[config.mk]
export PLATFORM = sky130hd
export DESIGN_NAME = button_conditioner
export DESIGN_NICKNAME = d
export VERILOG_FILES = /design/src/rtl/alarm_clock_pkg.sv /design/src/rtl/btn_channel.sv /design/src/rtl/button_conditioner.sv
export SDC_FILE = /design/constraint.sdc
export NUM_CORES = 1
export LEC_CHECK = 0
export CORE_MARGIN = 2
export CORE_UTILIZATION = 55
export CTS_CLUSTER_SIZE = 40
export DETAILED_ROUTE_END_ITERATION = 7
export GPL_ROUTABILITY_DRIVEN = 0
export GPL_TIMING_DRIVEN = 0
export HOLD_SLACK_MARGIN = 0.03
export PLACE_DENSITY = 0.75
export SKIP_CTS_REPAIR_TIMING = 1
export SLEW_MARGIN = 15
export SYNTH_ARGS = -nofsm -noshare
export SYNTH_HDL_FRONTEND = slang
export SYNTH_SLANG_ARGS = --single-unit
[constraint.sdc]
create_clock -name clk -period 5.45 [get_ports clk]
set_input_delay 0.8175 -clock clk [delete_from_list [all_inputs] [get_ports clk]]
set_output_delay 0.8175 -clock clk [all_outputs]
set_load 0.02 [all_outputs]
[src/rtl/alarm_clock_pkg.sv]
// Shared alarm-clock definitions: button indices, one-hot button codes and the
// per-button conditioner state type.
package alarm_clock_pkg;

    localparam int NUM_BTN = 5;

    localparam int BTN_C = 0;
    localparam int BTN_R = 1;
    localparam int BTN_L = 2;
    localparam int BTN_U = 3;
    localparam int BTN_D = 4;

    localparam logic [NUM_BTN-1:0] BTNC_CODE = 5'b00001;
    localparam logic [NUM_BTN-1:0] BTNR_CODE = 5'b00010;
    localparam logic [NUM_BTN-1:0] BTNL_CODE = 5'b00100;
    localparam logic [NUM_BTN-1:0] BTNU_CODE = 5'b01000;
    localparam logic [NUM_BTN-1:0] BTND_CODE = 5'b10000;

    typedef enum logic [2:0] {
        IDLE,
        PRESS_DB,
        HELD,
        REPEAT,
        REL_DB
    } btn_state_e;

    function automatic int max_int(input int a, input int b);
        return (a > b) ? a : b;
    endfunction

endpackage

[src/rtl/btn_channel.sv]
// One button: 2-FF synchroniser, tick-based debounce and press FSM.
// Hold-to-repeat is built only when BTN_CONDITIONER_REPEAT_EN is defined.
module btn_channel
    import alarm_clock_pkg::*;
#(
    parameter int DEBOUNCE_TICKS = 4
`ifdef BTN_CONDITIONER_REPEAT_EN
    ,
    parameter bit REPEAT_EN           = 1'b0,
    parameter int REPEAT_DELAY_TICKS  = 100,
    parameter int REPEAT_PERIOD_TICKS = 20
`endif
) (
    input  logic clk,
    input  logic rst,
    input  logic tick_i,
    input  logic raw_i,
    output logic event_o,
    output logic level_o
);

    localparam int               CNT_W     = $clog2(DEBOUNCE_TICKS + 1);
    localparam logic [CNT_W-1:0] DB_LAST   = CNT_W'(DEBOUNCE_TICKS - 1);
    localparam logic [CNT_W-1:0] CNT_ONE   = CNT_W'(1);
    localparam bit               DB_SINGLE = (DEBOUNCE_TICKS == 1);

`ifdef BTN_CONDITIONER_REPEAT_EN
    localparam int RCNT_W = $clog2(max_int(REPEAT_DELAY_TICKS, REPEAT_PERIOD_TICKS) + 1);
    localparam logic [RCNT_W-1:0] DELAY_LAST  = RCNT_W'(REPEAT_DELAY_TICKS - 1);
    localparam logic [RCNT_W-1:0] PERIOD_LAST = RCNT_W'(REPEAT_PERIOD_TICKS - 1);

    logic [RCNT_W-1:0] rcnt_q, rcnt_d;
`endif

    logic             sync1_q, sync2_q;
    logic [1:0]       fill_q;
    logic             armed_q, armed_d;
    logic             level_q, level_d;
    btn_state_e       state_q, state_d;
    logic [CNT_W-1:0] cnt_q, cnt_d;
    logic             accept, start_rel;

    always_ff @(posedge clk) begin
        if (!rst) begin
            sync1_q <= 1'b0;
            sync2_q <= 1'b0;
            fill_q  <= '0;
            armed_q <= 1'b0;
            level_q <= 1'b0;
            state_q <= IDLE;
            cnt_q   <= '0;
`ifdef BTN_CONDITIONER_REPEAT_EN
            rcnt_q  <= '0;
`endif
        end else begin
            // NOTE: non-blocking here so every flop samples pre-edge values;
            // blocking would collapse the two synchroniser stages into one.
            sync1_q <= raw_i;
            sync2_q <= sync1_q;
            fill_q  <= {fill_q[0], 1'b1};
            armed_q <= armed_d;
            level_q <= level_d;
            state_q <= state_d;
            cnt_q   <= cnt_d;
`ifdef BTN_CONDITIONER_REPEAT_EN
            rcnt_q  <= rcnt_d;
`endif
        end
    end

    always_comb begin
        // NOTE: every output gets a default first; a path that skips an
        // assignment would otherwise infer a latch.
        state_d   = state_q;
        cnt_d     = cnt_q;
        level_d   = level_q;
        armed_d   = armed_q;
        event_o   = 1'b0;
        accept    = 1'b0;
        start_rel = 1'b0;
`ifdef BTN_CONDITIONER_REPEAT_EN
        rcnt_d    = rcnt_q;
`endif

        if (tick_i) begin
            // A press already down across reset stays ignored until a genuine
            // release has been seen through the refilled synchroniser.
            if (fill_q[1] && !sync2_q) armed_d = 1'b1;

            case (state_q)
                IDLE: begin
                    if (sync2_q && armed_q) begin
                        if (DB_SINGLE) begin
                            accept = 1'b1;
                        end else begin
                            cnt_d   = CNT_ONE;
                            state_d = PRESS_DB;
                        end
                    end
                end
                PRESS_DB: begin
                    if (!sync2_q)                state_d = IDLE;
                    else if (cnt_q == DB_LAST)   accept  = 1'b1;
                    else if (cnt_q != '1)        cnt_d   = cnt_q + 1'b1;
                end
                HELD: begin
                    if (!sync2_q) begin
                        start_rel = 1'b1;
`ifdef BTN_CONDITIONER_REPEAT_EN
                    end else if (REPEAT_EN) begin
                        if (rcnt_q == DELAY_LAST) begin
                            event_o = 1'b1;
                            rcnt_d  = '0;
                            state_d = REPEAT;
                        end else if (rcnt_q != '1) begin
                            rcnt_d = rcnt_q + 1'b1;
                        end
`endif
                    end
                end
`ifdef BTN_CONDITIONER_REPEAT_EN
                REPEAT: begin
                    if (!sync2_q) begin
                        start_rel = 1'b1;
                    end else if (rcnt_q == PERIOD_LAST) begin
                        event_o = 1'b1;
                        rcnt_d  = '0;
                    end else if (rcnt_q != '1) begin
                        rcnt_d = rcnt_q + 1'b1;
                    end
                end
`endif
                REL_DB: begin
                    if (sync2_q) begin
                        state_d = HELD;
`ifdef BTN_CONDITIONER_REPEAT_EN
                        rcnt_d  = '0;
`endif
                    end else if (cnt_q == DB_LAST) begin
                        state_d = IDLE;
                        level_d = 1'b0;
                    end else if (cnt_q != '1) begin
                        cnt_d = cnt_q + 1'b1;
                    end
                end
                default: state_d = IDLE;
            endcase

            if (accept) begin
                state_d = HELD;
                level_d = 1'b1;
                event_o = 1'b1;
`ifdef BTN_CONDITIONER_REPEAT_EN
                rcnt_d  = '0;
`endif
            end

            // The 0 sample that leaves HELD/REPEAT is the first of the release run.
            if (start_rel) begin
                if (DB_SINGLE) begin
                    state_d = IDLE;
                    level_d = 1'b0;
                end else begin
                    state_d = REL_DB;
                    cnt_d   = CNT_ONE;
                end
            end
        end
    end

    assign level_o = level_q;

endmodule

[src/rtl/button_conditioner.sv]
// Five-button conditioner: per-button channels plus lowest-index arbitration
// into a registered one-hot pulse. Auto-repeat needs BTN_CONDITIONER_REPEAT_EN.
module button_conditioner
    import alarm_clock_pkg::*;
#(
    parameter int DEBOUNCE_TICKS      = 4,
    parameter int REPEAT_DELAY_TICKS  = 100,
    parameter int REPEAT_PERIOD_TICKS = 20,
    parameter int REPEAT_MASK         = 5'b11000
) (
    input  logic               clk,
    input  logic               rst,
    input  logic               sample_tick,
    input  logic [NUM_BTN-1:0] btn_raw,
    output logic [NUM_BTN-1:0] btn_pulse,
    output logic [NUM_BTN-1:0] btn_level,
    output logic               btn_any
);

    if (DEBOUNCE_TICKS < 1 || REPEAT_DELAY_TICKS < 1 || REPEAT_PERIOD_TICKS < 1) begin : g_bad_ticks
        $fatal(1, "button_conditioner: tick parameters must be at least 1");
    end

    if (REPEAT_MASK < 0 || REPEAT_MASK >= (1 << NUM_BTN)) begin : g_bad_mask
        $fatal(1, "button_conditioner: REPEAT_MASK names a button that does not exist");
    end

    logic [NUM_BTN-1:0] req;
    logic [NUM_BTN-1:0] grant;
    logic [NUM_BTN-1:0] pulse_q, pulse_d;
    logic               any_q, any_d;

    for (genvar i = 0; i < NUM_BTN; i++) begin : g_ch
        btn_channel #(
            .DEBOUNCE_TICKS     (DEBOUNCE_TICKS)
`ifdef BTN_CONDITIONER_REPEAT_EN
            ,
            .REPEAT_EN          (REPEAT_MASK[i]),
            .REPEAT_DELAY_TICKS (REPEAT_DELAY_TICKS),
            .REPEAT_PERIOD_TICKS(REPEAT_PERIOD_TICKS)
`endif
        ) u_channel (
            .clk    (clk),
            .rst    (rst),
            .tick_i (sample_tick),
            .raw_i  (btn_raw[i]),
            .event_o(req[i]),
            .level_o(btn_level[i])
        );
    end

    always_comb begin
        // x & -x isolates the lowest set bit; the other requests are dropped.
        grant   = req & (~req + 1'b1);
        pulse_d = any_q ? '0 : grant;
        any_d   = |pulse_d;
    end

    always_ff @(posedge clk) begin
        if (!rst) begin
            pulse_q <= '0;
            any_q   <= 1'b0;
        end else begin
            pulse_q <= pulse_d;
            any_q   <= any_d;
        end
    end

    assign btn_pulse = pulse_q;
    assign btn_any   = any_q;

endmodule

Word level (Yosys, flattened, before mapping)
Cells that the tools add are included.
{ "totals": {"register_bits": 66, "input_bits": 8, "out_inout_bits": 11, "wordCells": 307} }
{ "classes": {"add_sub_neg": 6, "eq_ne": 65, "mux": 136, "bitwise_logic": 2, "n_reduce_logical": 56} }
{ "ops": {"columns": ["op", "count"], "rows": [
  ["$mux W3", 55],
  ["$mux W1", 70],
  ["$pmux W3 S4", 5],
  ["$reduce_and A5 Y1", 10],
  ["$ne A3 B1 Y1 const B", 15],
  ["$pmux W3 S3", 5],
  ["$eq A3 B2 Y1 const B", 10],
  ["$ne A3 B3 Y1 const B", 10],
  ["$ne A5 B1 Y1 const B", 5],
  ["$ne A4 B1 Y1 const B", 5],
  ["$ne A4 B4 Y1 const B", 5],
  ["$reduce_and A4 Y1", 5],
  ["$reduce_bool A2 Y1", 10],
  ["$reduce_bool A4 Y1", 5],
  ["$add A3 B1 Y3 const B", 5],
  ["$eq A3 B1 Y1 const B", 5],
  ["$eq A3 B3 Y1 const B", 5],
  ["$logic_not A3 Y1", 5],
  ["$logic_and A1 B1 Y1", 10],
  ["$ne A2 B2 Y1 const B", 5],
  ["$reduce_and A2 Y1", 5],
  ["$add A5 B1 Y5 const B", 1],
  ["$and A5 B5 Y5", 1],
  ["$logic_not A1 Y1", 5],
  ["3 further kinds", 3]
]} }

Depth between registers and ports, before layout
{ "logic_depth": {"word_depth": 12, "depth_mapped": 8, "depth_no_buf": 7} }

By module
A second synthesis with hierarchy kept.
{ "unflattened": {"hier_cells": 368, "area_unflattened_um2": 3363.2} }
{ "modules_own_cells": {"columns": ["mod", "n_inst", "cells_per_inst", "area_per_inst_um2", "seq_area_each_um2"], "rows": [
  ["btn_channel", 5, 70, 634.4, 240.2],
  ["button_conditioner", 1, 18, 191.4, 120.1]
]} }

Worst setup path after synthesis
No wires, ideal clock.
{ "synth_path": {"kind": "register to register", "startpoint": "register g_ch[2].u_channel.cnt_q[0]", "endpoint": "register g_ch[2].u_channel.state_q[0]", "setup_ns": 0.128, "t_arrival_ns": 1.647, "required_time_ns": 5.322, "setup_slack_ns": 3.676, "path_stages_with_launch": 8, "n_path_buf": 0, "synth_period_minus_slack_ns": 1.774, "path_cell_list": "dfxtp_1 > ha_1 > ha_1 > or4b_1 > a21oi_2 > nor3_2 > mux2i_1 > nor2_1"} }
{ "synth_via": {"elab_chain_cells": 7, "elab_cells_between_ends": 12} }
{ "synth_lines": {"columns": ["item", "line", "text"], "rows": [
  ["start, declared", "btn_channel.sv:40", "logic [CNT_W-1:0] cnt_q, cnt_d;"],
  ["start signal, assigned", "btn_channel.sv:64", "cnt_q <= cnt_d;"],
  ["$eq A3 B2 Y1 *", "btn_channel.sv:103, btn_channel.sv:139", null],
  ["$mux W1", "btn_channel.sv:103", "else if (cnt_q == DB_LAST) accept = 1'b1;"],
  ["$mux W1", "btn_channel.sv:102", "if (!sync2_q) state_d = IDLE;"],
  ["$mux W1", "btn_channel.sv:90", "case (state_q)"],
  ["$mux W1", "btn_channel.sv:85", "if (tick_i) begin"],
  ["$ne A5 B1 Y1 (no line), or another cell as far along", null, null],
  ["$reduce_and A5 Y1 (no line) / $mux W3 (equally long branches)", null, null],
  ["end signal, assigned", "btn_channel.sv:63", "state_q <= state_d;"],
  ["end, declared", "btn_channel.sv:39", "btn_state_e state_q, state_d;"]
]} }
Every way passes the cells marked *; elsewhere a longest branch is shown, timed or not. The select of a mux whose other input is x is not followed.
A chain may end at the register's enable or synchronous reset.

Worst setup path after layout
{ "layout_path": {"startpoint": "input sample_tick", "endpoint": "register g_ch[4].u_channel.armed_q"} }
{ "layout_via": {"elab_chain_cells": 1} }
{ "layout_lines": {"columns": ["item", "line", "text"], "rows": [
  ["start, declared", "button_conditioner.sv:13", "input logic sample_tick,"],
  ["$reduce_and A2 Y1 (no line)", null, null],
  ["end signal, assigned", "btn_channel.sv:61", "armed_q <= armed_d;"],
  ["end, declared", "btn_channel.sv:37", "logic armed_q, armed_d;"]
]} }
Every way passes these cells.

==> impl_metrics.toml <==
[clock_network]
clockRootBuffer = "clkbuf_8"
cts_buffer_depth = 2
clk_latency_ns = 0.33
cts_sinks = 58
cts_htree_levels = 3
cts_tree = "done"
clkTransAtPathRegs_ns = 0.06
cts_buffers = 9

[routing]
wl_met1_mm = 3.20
wl_met2_mm = 3.09
drt_iter0_drc = 167
drc_errors = 0
vias = 2662
route.met3.wl_um = 243
top_layer_used = "met4"
drtPass1Iterations = 5
drtAntennaViolNets = 0
viasPerCell = 5.57
wl_mm = 6.57
wl_per_cell_um = 13.7

[timing]
setup_viol = 0
max_freq_mhz = 416
finalCritPeriodShare_pct = 44.1
slew_headroom_pct = 57.8
rsz0062_at_grt = "false"
period_needed_ns = 2.40
finalHoldViolCount = 0
slew_viol_final = 0
tns_ns = 0
clock_skew_ns = 0.00474
tightestPinTransition_ns = 0.633

[worst_setup_path]
regToRegEndpoint = "g_ch[0].u_channel.cnt_q[0]$_SDFFE_PN0P_"
end_kind = "register"
worst-r2r-cell-count = 8
start_kind = "input pin"
r2r-start = "g_ch[0].u_channel.cnt_q[0]$_SDFFE_PN0P_"
ff2ff_setup_slack_ns = 3.48
required_ns = 5.71
cp_data_arrival_time_ns = 2.67
path_class = "input pin to register"
critPathMaxFanout = 10

[cells_and_area]
antenna_cells = 0
nNetsFinal = 424
area_growth_pct = 14.6
nFillCells = 496
drive_gt1_share_pct = 12.8

[synthesis]
yosysTopAreaCell = "dfxtp_1"
synthFlopType = "dfxtp_1"
synth_area_leaders = "dfxtp_1 37%, nor2_1 7.6%, ha_1 6.0%"
ys_types = 58
async_flop_share_pct = 0
synth_edf_count = 0
ys_seq_area_share_pct = 37.4
yosys_register_bits = 58
syn_avg_cell_area_um2 = 8.35
synth_area_um2 = 3110
synthCells = 372
synth_nets = 395
synth_warnings = 0
yosysTopAreaCellShare_pct = 37.4

[run]
maxCapViolCount = 0

[placement]
dp_hpwl_mm = 4.57
portBuffers = 18

[hold_path]
min_to = "g_ch[4].u_channel.sync2_q$_SDFF_PN0_"
hold_class = "register to register"
worstHoldStart = "g_ch[4].u_channel.sync1_q$_SDFF_PN0_"
hold-path-cell-count = 1

[pwr]
finalPower_mw = 0.844
power.share.clock_pct = 43.0
power_frac_seq_pct = 51.6
swShare_pct = 22.9
leakage_nw = 1.39
p_per_area_nw_per_um2 = 237
p_int_mw = 0.651
p_sw_mw = 0.193
p_comb_share_pct = 5.4
peakVddDrop_uv = 157

[floorplan]
die_area_um2 = 6270
die_h_um = 79.2
initial_core_util_pct = 56.8
die_x_um = 79.2
core_um2 = 5470
rows = 27
ios = 19

[grt]
grt_pass1_wl_mm = 11.2
overflow = 0
grtUsageTotal_pct = 22.7
grt_pass1_vias = 2494
grt_antenna_before_repair = 0
grt_max_degree = 11

[run_status]
status = "completed"
[power groups by stage]
| stage | clock (mW) | combinational (mW) | sequential, mW |
|---|---|---|---|
| 2_1_floorplan | 0 | 0.0303 | 0.444 |
| 3_3_place_gp | 0 | 0.0441 | 0.445 |
| 3_5_place_dp | 0 | 0.0452 | 0.445 |
| 4_1_cts | 0.374 | 0.0454 | 0.436 |
| 5_1_grt | 0.397 | 0.0503 | 0.436 |
| 6_report | 0.363 | 0.0453 | 0.436 |
[cell type report]
cell class	count	area, um^2	share of cell area (%)
multi-input cells	269	1720	48.2
flip-flops and latches	58	1160	32.6
plain buffers	32	183	5.13
repair buffers	18	180	5.06
clock buffers	14	173	4.85
well taps	72	90.1	2.53
inverters	13	48.8	1.37
clock inverters	2	10.0	0.281
[layout by cell type, fill, tap and decap left out, drive strengths merged, types with 3 or more instances in the layout]
cell           instances
nor3                  19
buf                   22
a31oi                  3
nor2                  63
a211o                  3
ha                    15
nand2                 17
o21ai                 14
dfxtp                 58
and2                  13
nand2b                 7
clkinv                 3
and3b                  3
mux2i                 10
a21oi                 18
nand4b                 3
clkbuf                24
xnor2                  5
nand3                  8
inv                   12
nand4                 11
a22oi                  3
and3                   7
clkdlybuf4s50         18
nor4                   4
nor2b                  6
o31ai                  6
[kinds of logic after synthesis]
family | count (synthesis) | synth area share, %
simple gates | 175 | 29.5
xor+xnor | 5 | 1.41
compound gates | 62 | 14.3
fa+ha+maj | 15 | 6.04
mux | 12 | 3.95
buf+inv | 45 | 7.45
flops | 58 | 37.4
[worst max path at each step]
stage	endpoint	from	cells past startpoint	slack [ns]
final	g_ch[4].u_channel.armed_q$_SDFFE_PN0P_	sample_tick	7	3.05
after global routing	g_ch[0].u_channel.armed_q$_SDFFE_PN0P_	sample_tick	7	2.95
after CTS	g_ch[1].u_channel.armed_q$_SDFFE_PN0P_	sample_tick	7	3.10
after detailed placement	g_ch[1].u_channel.armed_q$_SDFFE_PN0P_	sample_tick	7	2.75
after global placement	g_ch[0].u_channel.armed_q$_SDFFE_PN0P_	sample_tick	7	2.76
after floorplan	g_ch[2].u_channel.state_q[0]$_SDFFE_PN0P_	g_ch[2].u_channel.cnt_q[0]$_SDFFE_PN0P_	7	3.68
[through the flow]
| stage | setup slack [ns] | hold WS [ns] | instance area, um^2 | util [%] | instances |
|---|---|---|---|---|---|
| after CTS | 3.10 | 0.434 | 3560 | 65.1 | 478 |
| final | 3.05 | 0.433 | 3560 | 65.1 | 478 |
| after floorplan | 3.68 | 0.412 | 3110 | - | 372 |
| after detailed placement | 2.75 | 0.419 | 3380 | 61.7 | 462 |
| after global placement | 2.76 | 0.415 | 3380 | 61.7 | 462 |
| after global routing | 2.95 | 0.457 | 3560 | 65.1 | 478 |
[cell usage after synthesis (4+ instances only)]
library cell	number
dfxtp_1	58
buf_2	10
o31ai_1	4
nand2b_1	7
mux2i_1	10
and2_1	13
inv_1	12
nor3_1	17
nor2_1	63
and3_1	7
xnor2_1	5
nor2b_1	6
nand4_1	11
nand2_1	17
a21oi_1	16
buf_4	9
clkbuf_1	9
nand3_1	8
ha_1	15
nor4_1	4
o21ai_0	13
[routing by layer]
metal | track usage (%) | vias to the layer above
li1 | - | 1359
met1 | 30.2 | 1251
met2 | 36.4 | 48
met3 | 5.91 | 4
met4 | 6.21 | 0
met5 | 0 | -
[critical path, stage by stage]
cell and delay, ns:
clkdlybuf4s50_1 0.52, buf_2 0.29, clkbuf_1 0.46, nand2_1 0.29, nor2_1 0.16, nor2_1 0.05
nor2_1 0.07
[registers in the layout, summed over array words and instances, names as in the netlist]
signal / count
g_ch.u_channel.state_q: 15
g_ch.u_channel.fill_q: 2
g_ch.u_channel.armed_q: 5
btn_pulse: 5
g_ch.u_channel.level_o: 5
g_ch.u_channel.sync2_q: 5
g_ch.u_channel.cnt_q: 15
g_ch.u_channel.sync1_q: 5
btn_any: 1
Note: power is estimated with default switching activity, not from simulation.
